### config.mk
export PLATFORM = sky130hd
export DESIGN_NAME = pwm_generator_flat
export DESIGN_NICKNAME = d
export VERILOG_FILES = /design/src/rtl/pwm_if.sv /design/src/rtl/pwm_generator.sv /design/src/flat_wrapper.sv
export SDC_FILE = /design/constraint.sdc
export NUM_CORES = 1
export LEC_CHECK = 0
export CAP_MARGIN = 10
export CORE_ASPECT_RATIO = 1.4
export CORE_MARGIN = 3
export CORE_UTILIZATION = 31
export CTS_BUF_LIST = sky130_fd_sc_hd__clkbuf_16
export DETAILED_ROUTE_END_ITERATION = 10
export HOLD_SLACK_MARGIN = 0.03
export PLACE_DENSITY = 0.51
export SYNTH_ARGS = -nofsm -noshare
export SYNTH_HDL_FRONTEND = slang
export SYNTH_SLANG_ARGS = --single-unit
### constraint.sdc
create_clock -name clock -period 1.97 [get_ports clock]
set_input_delay 0.197 -clock clock [delete_from_list [all_inputs] [get_ports clock]]
set_output_delay 0.197 -clock clock [all_outputs]
set_load 0.005 [all_outputs]
### src/rtl/pwm_if.sv
// Bundle between the angle-to-PWM controller (master) and the PWM output stage (slave).
// The dbg_* signals expose internal state of the stage for observation only.
interface pwm_if;
   // Four-phase level handshake: the master raises pwm_update with pwm_ratio stable,
   // the slave raises pwm_done once the ratio is active, the master drops pwm_update,
   // the slave drops pwm_done, and only then may a new request start.
   logic       pwm_enable;
   logic       pwm_update;
   logic [7:0] pwm_ratio;
   logic       pwm_done;
   logic       pwm_signal;
   logic       period_start;
   logic [1:0] dbg_state;
   logic [7:0] dbg_count;
   logic [7:0] dbg_active_ratio;

   modport master (
      output pwm_enable, pwm_update, pwm_ratio,
      input  pwm_done, pwm_signal, period_start,
      input  dbg_state, dbg_count, dbg_active_ratio
   );

   modport slave (
      input  pwm_enable, pwm_update, pwm_ratio,
      output pwm_done, pwm_signal, period_start,
      output dbg_state, dbg_count, dbg_active_ratio
   );
endinterface

### src/rtl/pwm_generator.sv
// Motor PWM output stage: prescaled period counter, double-buffered ratio, 4-phase apply ack.
// Define PWM_CENTER_ALIGNED_EN for up/down (centre-aligned) counting; default is edge-aligned.
module pwm_generator #(
   parameter int unsigned PRESCALE = 1
) (
   input  logic clock,
   input  logic reset,
   pwm_if.slave bus
);
   typedef enum logic [1:0] {
      IDLE    = 2'd0,
      PENDING = 2'd1,
      DONE    = 2'd2
   } state_e;

   localparam logic [15:0] PRE_MAX = 16'(PRESCALE - 1);

   state_e      state_q, state_d;
   logic [15:0] pre_q, pre_d;
   logic [7:0]  count_q, count_d;
   logic [7:0]  active_q, active_d;
   logic [7:0]  pending_q, pending_d;
   logic        fresh_q, fresh_d;
   logic        done_q, done_d;
   logic        sig_q, sig_d;
   logic        ps_q, ps_d;
   logic        tick;
   logic        boundary;
   logic        hit;

   assign tick = bus.pwm_enable && (pre_q == PRE_MAX);

`ifdef PWM_CENTER_ALIGNED_EN
   logic up_q, up_d;

   assign boundary = tick && !up_q && (count_q == 8'd1);
   assign hit      = (count_q < active_q) || (active_q == 8'hFF);
`else
   assign boundary = tick && (count_q == 8'd254);
   assign hit      = (count_q < active_q);
`endif

   // fresh_q marks the first tick after enable/reset: it starts a period at count 0
   // exactly like a boundary, so the counter holds 0 through that tick.
   always_comb begin
      pre_d   = pre_q;
      count_d = count_q;
      fresh_d = fresh_q;
      ps_d    = 1'b0;
`ifdef PWM_CENTER_ALIGNED_EN
      up_d    = up_q;
`endif
      if (!bus.pwm_enable) begin
         pre_d   = 16'd0;
         count_d = 8'd0;
         fresh_d = 1'b1;
`ifdef PWM_CENTER_ALIGNED_EN
         up_d    = 1'b1;
`endif
      end else begin
         pre_d = tick ? 16'd0 : pre_q + 16'd1;
         if (tick) begin
            fresh_d = 1'b0;
            ps_d    = boundary || fresh_q;
            if (fresh_q) begin
               count_d = 8'd0;
            end else begin
`ifdef PWM_CENTER_ALIGNED_EN
               if (up_q) begin
                  count_d = count_q + 8'd1;
                  if (count_q == 8'd254) up_d = 1'b0;
               end else begin
                  count_d = count_q - 8'd1;
                  if (count_q == 8'd1) up_d = 1'b1;
               end
`else
               count_d = (count_q == 8'd254) ? 8'd0 : count_q + 8'd1;
`endif
            end
         end
      end
   end

   assign sig_d = bus.pwm_enable && hit;

   always_comb begin
      state_d   = state_q;
      pending_d = pending_q;
      active_d  = active_q;
      done_d    = done_q;
      case (state_q)
         IDLE: begin
            if (bus.pwm_update) begin
               pending_d = bus.pwm_ratio;
               state_d   = PENDING;
            end
         end
         PENDING: begin
            if (boundary || !bus.pwm_enable) begin
               active_d = pending_q;
               done_d   = 1'b1;
               state_d  = DONE;
            end
         end
         DONE: begin
            if (!bus.pwm_update) begin
               done_d  = 1'b0;
               state_d = IDLE;
            end
         end
         default: begin
            state_d = IDLE;
            done_d  = 1'b0;
         end
      endcase
   end

   always_ff @(posedge clock) begin
      if (reset) begin
         state_q   <= IDLE;
         pre_q     <= 16'd0;
         count_q   <= 8'd0;
         active_q  <= 8'd128;
         pending_q <= 8'd128;
         fresh_q   <= 1'b1;
         done_q    <= 1'b0;
         sig_q     <= 1'b0;
         ps_q      <= 1'b0;
`ifdef PWM_CENTER_ALIGNED_EN
         up_q      <= 1'b1;
`endif
      end else begin
         state_q   <= state_d;
         pre_q     <= pre_d;
         count_q   <= count_d;
         active_q  <= active_d;
         pending_q <= pending_d;
         fresh_q   <= fresh_d;
         done_q    <= done_d;
         sig_q     <= sig_d;
         ps_q      <= ps_d;
`ifdef PWM_CENTER_ALIGNED_EN
         up_q      <= up_d;
`endif
      end
   end

   assign bus.pwm_done         = done_q;
   assign bus.pwm_signal       = sig_q;
   assign bus.period_start     = ps_q;
   assign bus.dbg_state        = state_q;
   assign bus.dbg_count        = count_q;
   assign bus.dbg_active_ratio = active_q;
endmodule

### src/flat_wrapper.sv
// flat-port wrapper written by rule: the top's interface ports become plain ports
module pwm_generator_flat 
#(
   parameter int unsigned PRESCALE = 1
)
  (clock, reset, bus_pwm_enable, bus_pwm_update, bus_pwm_ratio, bus_pwm_done, bus_pwm_signal, bus_period_start, bus_dbg_state, bus_dbg_count, bus_dbg_active_ratio);
  pwm_if bus_i ();
  input  logic clock;
  input  logic reset;
  input wire logic [$bits(bus_i.pwm_enable)-1:0] bus_pwm_enable;
  input wire logic [$bits(bus_i.pwm_update)-1:0] bus_pwm_update;
  input wire logic [$bits(bus_i.pwm_ratio)-1:0] bus_pwm_ratio;
  output wire logic [$bits(bus_i.pwm_done)-1:0] bus_pwm_done;
  output wire logic [$bits(bus_i.pwm_signal)-1:0] bus_pwm_signal;
  output wire logic [$bits(bus_i.period_start)-1:0] bus_period_start;
  output wire logic [$bits(bus_i.dbg_state)-1:0] bus_dbg_state;
  output wire logic [$bits(bus_i.dbg_count)-1:0] bus_dbg_count;
  output wire logic [$bits(bus_i.dbg_active_ratio)-1:0] bus_dbg_active_ratio;
  assign bus_i.pwm_enable = bus_pwm_enable;
  assign bus_i.pwm_update = bus_pwm_update;
  assign bus_i.pwm_ratio = bus_pwm_ratio;
  assign bus_pwm_done = bus_i.pwm_done;
  assign bus_pwm_signal = bus_i.pwm_signal;
  assign bus_period_start = bus_i.period_start;
  assign bus_dbg_state = bus_i.dbg_state;
  assign bus_dbg_count = bus_i.dbg_count;
  assign bus_dbg_active_ratio = bus_i.dbg_active_ratio;
  pwm_generator #(.PRESCALE(PRESCALE)) u_core (.clock(clock), .reset(reset), .bus(bus_i));
endmodule
# After elaboration in Yosys (flattened, before gate mapping)
# Cells that the tools add are included.
dict set report totals {
  input_bits 12
  register_bits 46
  wordCells 45
  output_inout_bits 21
}
dict set report classes {
  n_addsub 2
  n_mux 9
  magnitude_cmp 1
  reduce_logical 15
  bitwise_logic 3
  n_eq_ne 6
}
# operator n
set ops {}
lappend ops {{$add A16 B1 Y16 const B} 1}
lappend ops {{$logic_not A16 Y1} 1}
lappend ops {{$mux W8} 2}
lappend ops {{$add A8 B1 Y8 const B} 1}
lappend ops {{$eq A8 B8 Y1 const B} 1}
lappend ops {{$lt A8 B8 Y1} 1}
lappend ops {{$mux W2} 3}
lappend ops {{$pmux W2 S3} 1}
lappend ops {{$reduce_and A3 Y1} 2}
lappend ops {{$reduce_or A3 Y1} 2}
lappend ops {{$ne A2 B2 Y1 const B} 2}
lappend ops {{$reduce_and A2 Y1} 2}
lappend ops {{$logic_and A1 B1 Y1} 3}
lappend ops {{$not A1 Y1} 3}
lappend ops {{$pmux W1 S3} 1}
lappend ops {{$eq A2 B1 Y1 const B} 1}
lappend ops {{$eq A2 B2 Y1 const B} 1}
lappend ops {{$logic_not A2 Y1} 1}
lappend ops {{$logic_or A1 B1 Y1} 2}
lappend ops {{$mux W1} 2}
lappend ops {{$ne A2 B1 Y1 const B} 1}
lappend ops {{$reduce_or A2 Y1} 1}
lappend ops {{$logic_not A1 Y1} 1}

# Longest topological paths before layout
# Gate-level depths: netlist (run 1).
dict set report depth {
  word_depth 6
  ltp_mapped 8
}

# Worst setup path after synthesis (run 1)
# Ideal clock, no wire load.
dict set report synth_timing {
  path_type {flip-flop to flip-flop}
  startpoint {register u_core.count_q[1] (netlist: u_core.bus.dbg_count[1])}
  endpoint {register u_core.active_q[7] (netlist: u_core.bus.dbg_active_ratio[7])}
  n_path_buf 1
  path_slack_ps 182
  stages_incl_launch_ff 7
  arrival_time_ps 1668
  setup_time_ps 120
  required_ps 1850
  path_cell_list {dfxtp_1 > ha_1 > nand3_1 > or3_1 > o22a_1 > buf_6 > a211o_1}
}
dict set report synth_between {
  elab_chain_len 4
}
# element line_no
set synth_rtl {}
lappend synth_rtl {{from (decl)} pwm_generator.sv:20} ;# logic [7:0] count_q, count_d;
lappend synth_rtl {{from (signal assigned)} pwm_generator.sv:135} ;# count_q <= count_d;
lappend synth_rtl {{$eq A8 B8 Y1} pwm_generator.sv:39} ;# assign boundary = tick && (count_q == 8'd254);
lappend synth_rtl {{$logic_and A1 B1 Y1} pwm_generator.sv:39}
lappend synth_rtl {{$logic_or A1 B1 Y1} pwm_generator.sv:99} ;# if (boundary || !bus.pwm_enable) begin
lappend synth_rtl {{$reduce_and A2 Y1 (no line)} -}
lappend synth_rtl {{to (signal assigned)} pwm_generator.sv:136} ;# active_q <= active_d;
lappend synth_rtl {{to (decl)} pwm_generator.sv:21} ;# logic [7:0] active_q, active_d;
# Every way passes these cells.
# A chain may end at the register's enable or synchronous reset.

# Final worst setup path (run 1)
dict set report layout_timing {
  startpoint {register u_core.count_q[0] (netlist: u_core.bus.dbg_count[0])}
  endpoint {register u_core.active_q[4] (netlist: u_core.bus.dbg_active_ratio[4])}
}
# The elaborated chain is that of the path after synthesis.

==> summary.md, run 1 <==
| Metric | Value |
|---|---|
| Status | finished, final reports clean |
| Pre-Repair DR Iteration Count | 4 |
| CP Data Required Time | 2.15 ns |
| F_max | 567 MHz |
| Mapped Nets | 256 |
| Final Routed Wirelength | 4.59 mm |
| Max Root-Sink Buffers | 2 |
| Gpl congestion | 0.774 |
| Hold/Removal Path Class | flop to flop |
| Share of cells above drive strength 1 | 0.112 |
| Leak | 1.12 nW |
| Pin count of the biggest net entering global routing | 21 |
| Final #Nets | 307 |
| Postcts setup bufs | 0 |
| Clock Skew | 0.00550 ns |
| CP peak stage delay | 0.36 ns |
| Core Area | 6340 µm² |
| Sw Share | 0.198 |
| Synth unique cells | 35 |
| Crit path cell chain | inv_1, ha_1, nand3_1, or3_1, o22a_1, buf_4, mux2i_1, nor2_1 |
| Reg clk slew, reported paths | 0.06 ns |
| Net Switching | 0.000438 W |
| Global-route wire length before repair | 7.81 mm |
| Num CTS Buffers | 5 |
| Post-synth EDFFs | 0 |
| Yosys reg bits | 46 |
| RSZ-0062 raised after global routing | false |
| Synth top area cells | dfxtp_1, nor2_1, mux2i_1 |
| Vias in the first global route | 1751 |
| Pint | 0.00177 W |
| DP HPWL | 3.44 mm |
| Worst rel slew slack | 0.640 |
| CP Data Arrival Time | 1.94 ns |
| Yosys top cell by area | dfxtp_1 |
| Final worst-path setup slack | 0.206 ns |
| Setup WS pre-CTS | -0.00509 ns |
| Chip height | 103 µm |
| Hold Vio Cnt, Final | 0 |
| Fin util | 0.442 |
| Row cnt | 34 |
| Die ar. | 7720 µm² |
| Mapped cell area | 2070 µm² |
| Minimum clock period | 1.76 ns |
| Top-count cell post-synth | dfxtp_1 |
| Syn avg cell area | 8.90 µm² |
| Total GRT Usage | 0.134 |
| Combinational fraction of design power | 0.076 |
| Initial antenna violation count | 0 |
| Slew Viols, Final | 0 |
| Sequential Power Share | 0.439 |
| Critical path class | flop to flop |
| Synth Warn # | 0 |
| Commonest cells post-synth | dfxtp_1, nor2_1, inv_1 |
| Post-DRT Antenna Nets | 0 |
| Max-cap violations | 0 |
| Port bufs | 32 |
| I/O pin total | 33 |
| Clk Latency, worst-skew pair | 0.29 ns |
| Area grow syn2layout | 35.0% |
| Crit path capture type | flop |
| Worst setup SP type | flop |
| Sequential share of the synthesized area | 0.444 |
| Final Setup Violations | 0 |
| GRT overflow | 0 |
| Mapped Cells | 233 |
| Via count | 1759 |
| Power per cell area | 788 nW/µm² |
| CP Max Fanout | 7 |
| Final Instance Count excl. Fillers | 357 |
| Die W | 75.1 µm |
| Routed len/inst | 12.9 µm |
| Filler Cell Count | 640 |
| Slew of the pin with the lowest slew margin | 0.535 ns |
| Depth of the CTS H-tree | 2 |
| Pwr Total | 0.00221 W |
| Peak supply drop | 0.410 mV |
| Vias/cell | 4.93 |
| Clock share of power | 0.485 |
| CTS tree | built |
| DRC violations left | 0 |
| Initial Util | 0.327 |
| Sink Count | 46 |
| CTS Hold Bufs | 0 |
| ANT cells | 0 |
| Ys flop type | dfxtp_1 |
| Final Cycle Share | 0.895 |
| Iter 0 DRT Violations | 50 |
| Yosys top cell area share | 0.444 |
| Post-synth ARST share | 0 |
| Root Driver | clkbuf_16 |
| Slowest CP cell | or3_1 |
| Placed Instances | 349 |
[critical path, delay by kind of cell, from the launching register on]
| family | cells | cell delay [ns] |
|---|---|---|
| and+or+nand+nor | 3 | 0.54 |
| DFF | 1 | 0.31 |
| AOI/OAI and AO/OA | 1 | 0.25 |
| buffers and inverters | 2 | 0.24 |
| adders and majority gates | 1 | 0.15 |
| muxes | 1 | 0.15 |
[power groups by stage]
stage	sequential [W]	combinational (W)	clock [W]
CTS	0.000969	0.000170	0.00110
floorplan	0.000989	0.0000892	0
detailed placement	0.000990	0.000170	0
global route	0.000971	0.000188	0.00114
finish	0.000969	0.000167	0.00107
global placement	0.000990	0.000168	0
[repair_timing]
item                                    CTS  global route
gates resized for setup                   0             1
hold endpoints to repair                  0             0
endpoints found under the setup margin    0             7
[state kept, by name, indices dropped and copies added (netlist names)]
register	count
u_core.bus.pwm_done	1
u_core.pending_q	8
u_core.bus.period_start	1
u_core.fresh_q	1
u_core.bus.dbg_count	8
u_core.bus.pwm_signal	1
u_core.bus.dbg_state	2
u_core.bus.dbg_active_ratio	8
u_core.pre_q	16
[layer usage]
layer | vias to the layer above | wire (µm) | part of all wire | track usage
li1 | 895 | - | - | -
met1 | 817 | 1900 | 0.41 | 0.146
met2 | 35 | 2370 | 0.52 | 0.234
met3 | 12 | 164 | 0.036 | 0.0351
met4 | 0 | 148 | 0.032 | 0.0659
met5 | - | 0 | 0 | 0
[metrics by stage]
step / setup TNS [ns] / hold WS, ns / cell area [µm²]
after CTS: 0 / 0.461 / 2790
after global placement: 0 / 0.453 / 2610
after floorplan: 0 / 0.315 / 2070
after detailed placement: -0.00612 / 0.452 / 2610
final: 0 / 0.457 / 2800
after global routing: 0 / 0.497 / 2800
[logic make-up (layout without fill, tap and decap cells)]
logic type,after synthesis,in the layout,share of synthesized area
fa+ha+maj,11,11,0.0663
buf+inv,22,74,0.0440
compound gates,34,34,0.103
mux,14,14,0.0675
simple gates,92,92,0.217
xor+xnor,14,14,0.0591
flops,46,46,0.444
[final timing paths]
| check | cells past startpoint | slack, ns | start | end |
|---|---|---|---|---|
| worst max register to register | 8 | 0.21 | u_core.bus.dbg_count[0] | u_core.bus.dbg_active_ratio[4] |
| worst max-delay path | 8 | 0.21 | u_core.bus.dbg_count[0] | u_core.bus.dbg_active_ratio[4] |
| worst min register to register | 2 | 0.46 | u_core.bus.pwm_done | u_core.bus.pwm_done |
| worst min-delay path | 2 | 0.46 | u_core.bus.pwm_done | u_core.bus.pwm_done |
[area by class of cell]
| type | instances | area (µm²) | share of cell area |
|---|---|---|---|
| Clock buffer | 5 | 125 | 0.0447 |
| Clock inverter | 3 | 63.8 | 0.0228 |
| Inverter | 15 | 56.3 | 0.0201 |
| Multi-Input combinational cell | 165 | 1070 | 0.382 |
| Sequential cell | 46 | 921 | 0.329 |
| Tap cell | 72 | 90.1 | 0.0322 |
| Timing Repair Buffer | 51 | 475 | 0.170 |
[cells in the final DEF (no fill, tap or decap), drive strengths merged, types with 3 or more instances in the layout]
cell,netlist,final
nand4,4,4
nand2,9,9
a21o,3,3
xor2,9,9
clkdlybuf4s50,0,32
o21ai,6,6
buf,2,19
mux2i,14,14
a21oi,12,12
nand3,12,12
clkbuf,5,5
nor3,5,5
inv,15,15
ha,11,11
xnor2,5,5
nor2,46,46
a31oi,4,4
dfxtp,46,46
nand2b,5,5
Power figures use the tool's default switching activity.
==> run 2: changes to the inputs <==
--- a/config.mk
+++ b/config.mk
@@ -7,7 +7,6 @@
 export LEC_CHECK = 0
 export CAP_MARGIN = 10
 export CORE_ASPECT_RATIO = 1.4
-export CORE_MARGIN = 3
 export CORE_UTILIZATION = 31
 export CTS_BUF_LIST = sky130_fd_sc_hd__clkbuf_16
 export DETAILED_ROUTE_END_ITERATION = 10
==> run 2 against run 1 <==
Combinational power increased by 5%. Die area shrank 9.0%. Clock skew is 0.0025 ns higher. Critical path depth did not move. Non-clock buffer count rose by 3. Sequential share of layout area rose by 0.088 points. Setup slack better by 0.035 ns. First-iteration DRC count rose by 58%. Final area decreased by 0.27%. Global-route usage rose by 1.9 points. Via count down 0.68%. Largest power group is now registers.
==> summary.md, run 2 (synthesis gave the netlist of run 1 again) <==
| Metric | Value |
|---|---|
| Area of the multi-input gates | 1070 µm² |
| I/O pin total | 33 |
| Reg clk slew, reported paths | 0.06 ns |
| Max-cap violations | 0 |
| Pin count of the biggest net entering global routing | 21 |
| Critical path depth | 8 |
| Worst setup SP type | flop |
| Worst rel slew slack | 0.754 |
| Area grow syn2layout | 34.6% |
| Core Area | 6340 µm² |
| Buf/Inv on CP | 2 |
| CP Data Arrival Time | 1.90 ns |
| Slew of the pin with the lowest slew margin | 0.365 ns |
| Register area | 921 µm² |
| Row cnt | 34 |
| Minimum clock period | 1.73 ns |
| Global-route wire length before repair | 8.33 mm |
| Slowest CP cell | or3_1 |
| Status | finished, final reports clean |
| CP Data Required Time | 2.14 ns |
| Iter 0 DRT Violations | 79 |
| Root Driver | clkbuf_16 |
| Hold Vio Cnt, Final | 0 |
| Placed Instances | 352 |
| Clk Latency, worst-skew pair | 0.28 ns |
| Most frequent cells in the layout | dfxtp_1, nor2_1, clkdlybuf4s50_1, buf_4, inv_1 |
| Die W | 71.1 µm |
| Gpl congestion | 0.779 |
| Pre-Repair DR Iteration Count | 4 |
| Worst R2R Start | u_core.bus.dbg_count[0] |
| Final Routed Wirelength | 4.72 mm |
| Die ar. | 7030 µm² |
| Filler Cell Count | 641 |
| Port bufs | 32 |
| Post-DRT Antenna Nets | 0 |
| R2r setup slk | 0.24 ns |
| Post-CTS sizing | 0 |
| R2R depth | 8 |
| Final Cycle Share | 0.878 |
| CTS Hold Bufs | 0 |
| Leak | 1.12 nW |
| Vias in the first global route | 1756 |
| Crit path cell chain | inv_1, ha_1, nand3_1, or3_1, o22a_1, buf_4, mux2i_1, nor2_1 |
| Vias/cell | 4.87 |
| Final #Nets | 310 |
| Chip height | 98.8 µm |
| Final Instance Count excl. Fillers | 359 |
| Routed len/inst | 13.1 µm |
| Hold/Removal Path Class | flop to flop |
| Reg2Reg Capture Point | u_core.bus.dbg_active_ratio[4] |
| ANT cells | 0 |
| Max FFs per register | 16 |
| GRT overflow | 0 |
| Clock Skew | 0.00796 ns |
| Max Root-Sink Buffers | 2 |
| Power per cell area | 741 nW/µm² |
| Depth of the CTS H-tree | 2 |
| Num CTS Buffers | 5 |
| Slew Viols, Final | 0 |
| Total GRT Usage | 0.152 |
| Postcts setup bufs | 0 |
| Share of cells above drive strength 1 | 0.118 |
| DP HPWL | 3.47 mm |
| F_max | 578 MHz |
| Worst setup endpoint | u_core.bus.dbg_active_ratio[4] |
| RSZ-0062 raised after global routing | false |
| DRC violations left | 0 |
| Final Setup Violations | 0 |
| Commonest non-fill, non-tap cell in the layout | dfxtp_1 |
| Critical Path Source | u_core.bus.dbg_count[0] |
| Final setup TNS | 0 ns |
| Via count | 1747 |
| Critical path class | flop to flop |
| CP delay by family, top | simple AND/OR/NAND/NOR gates |
| Reg with most FFs | u_core.pre_q |
| Initial Util | 0.327 |
| Sink Count | 46 |
| CP peak stage delay | 0.36 ns |
| CP Max Fanout | 4 |
| Peak supply drop | 0.413 mV |
| Crit path capture type | flop |
| CTS tree | built |
| Initial antenna violation count | 0 |
run 2: how the worst min path moves through the flow:
stage | from | endpoint | cells past startpoint
2_1_floorplan | bus_pwm_ratio[7] | u_core.pending_q[7] | 1
3_3_place_gp | u_core.bus.pwm_done | u_core.bus.pwm_done | 2
3_5_place_dp | u_core.bus.pwm_done | u_core.bus.pwm_done | 2
4_1_cts | u_core.bus.pwm_done | u_core.bus.pwm_done | 2
5_1_grt | u_core.bus.pwm_done | u_core.bus.pwm_done | 2
6_report | u_core.bus.pwm_done | u_core.bus.pwm_done | 2
run 2: stage by stage:
stage	setup slack [ns]	power [W]	util	cell area, µm²	hold WS, ns
6_report	0.241	0.00207	0.441	2790	0.457
5_1_grt	0.0521	0.00216	0.441	2790	0.492
4_1_cts	0.0972	0.00210	0.440	2790	0.463
3_5_place_dp	0.0329	0.00117	0.415	2630	0.454
3_3_place_gp	0.0297	0.00117	0.415	2630	0.446
2_1_floorplan	0.182	0.00108	-	2070	0.315
run 2: layout make-up:
| cell class | count | area share |
|---|---|---|
| clock buffers | 5 | 0.0448 |
| clock inverters | 2 | 0.0121 |
| repair buffers | 54 | 0.178 |
| flip-flops and latches | 46 | 0.330 |
| well taps | 72 | 0.0323 |
| inverters | 15 | 0.0202 |
| multi-input cells | 165 | 0.383 |
run 2: where the power goes:
part	switching, W	total [W]	internal [W]
Clock	0.000337	0.000924	0.000587
Combinational	0.0000779	0.000176	0.0000981
Sequential	0.0000140	0.000969	0.000955
run 2: routing by layer:
metal / vias to the layer above / routed length (µm) / track usage
met3: 4 / 179 / 0.0368
met4: 0 / 77 / 0.0600
met1: 809 / 2020 / 0.182
met2: 32 / 2440 / 0.260
li1: 902 / - / -
met5: - / 0 / 0
run 2: worst min-delay path, stage by stage, from the launching register on:
cell and delay, ns:
dfxtp_1 0.31, nand2_1 0.05, a21oi_1 0.05
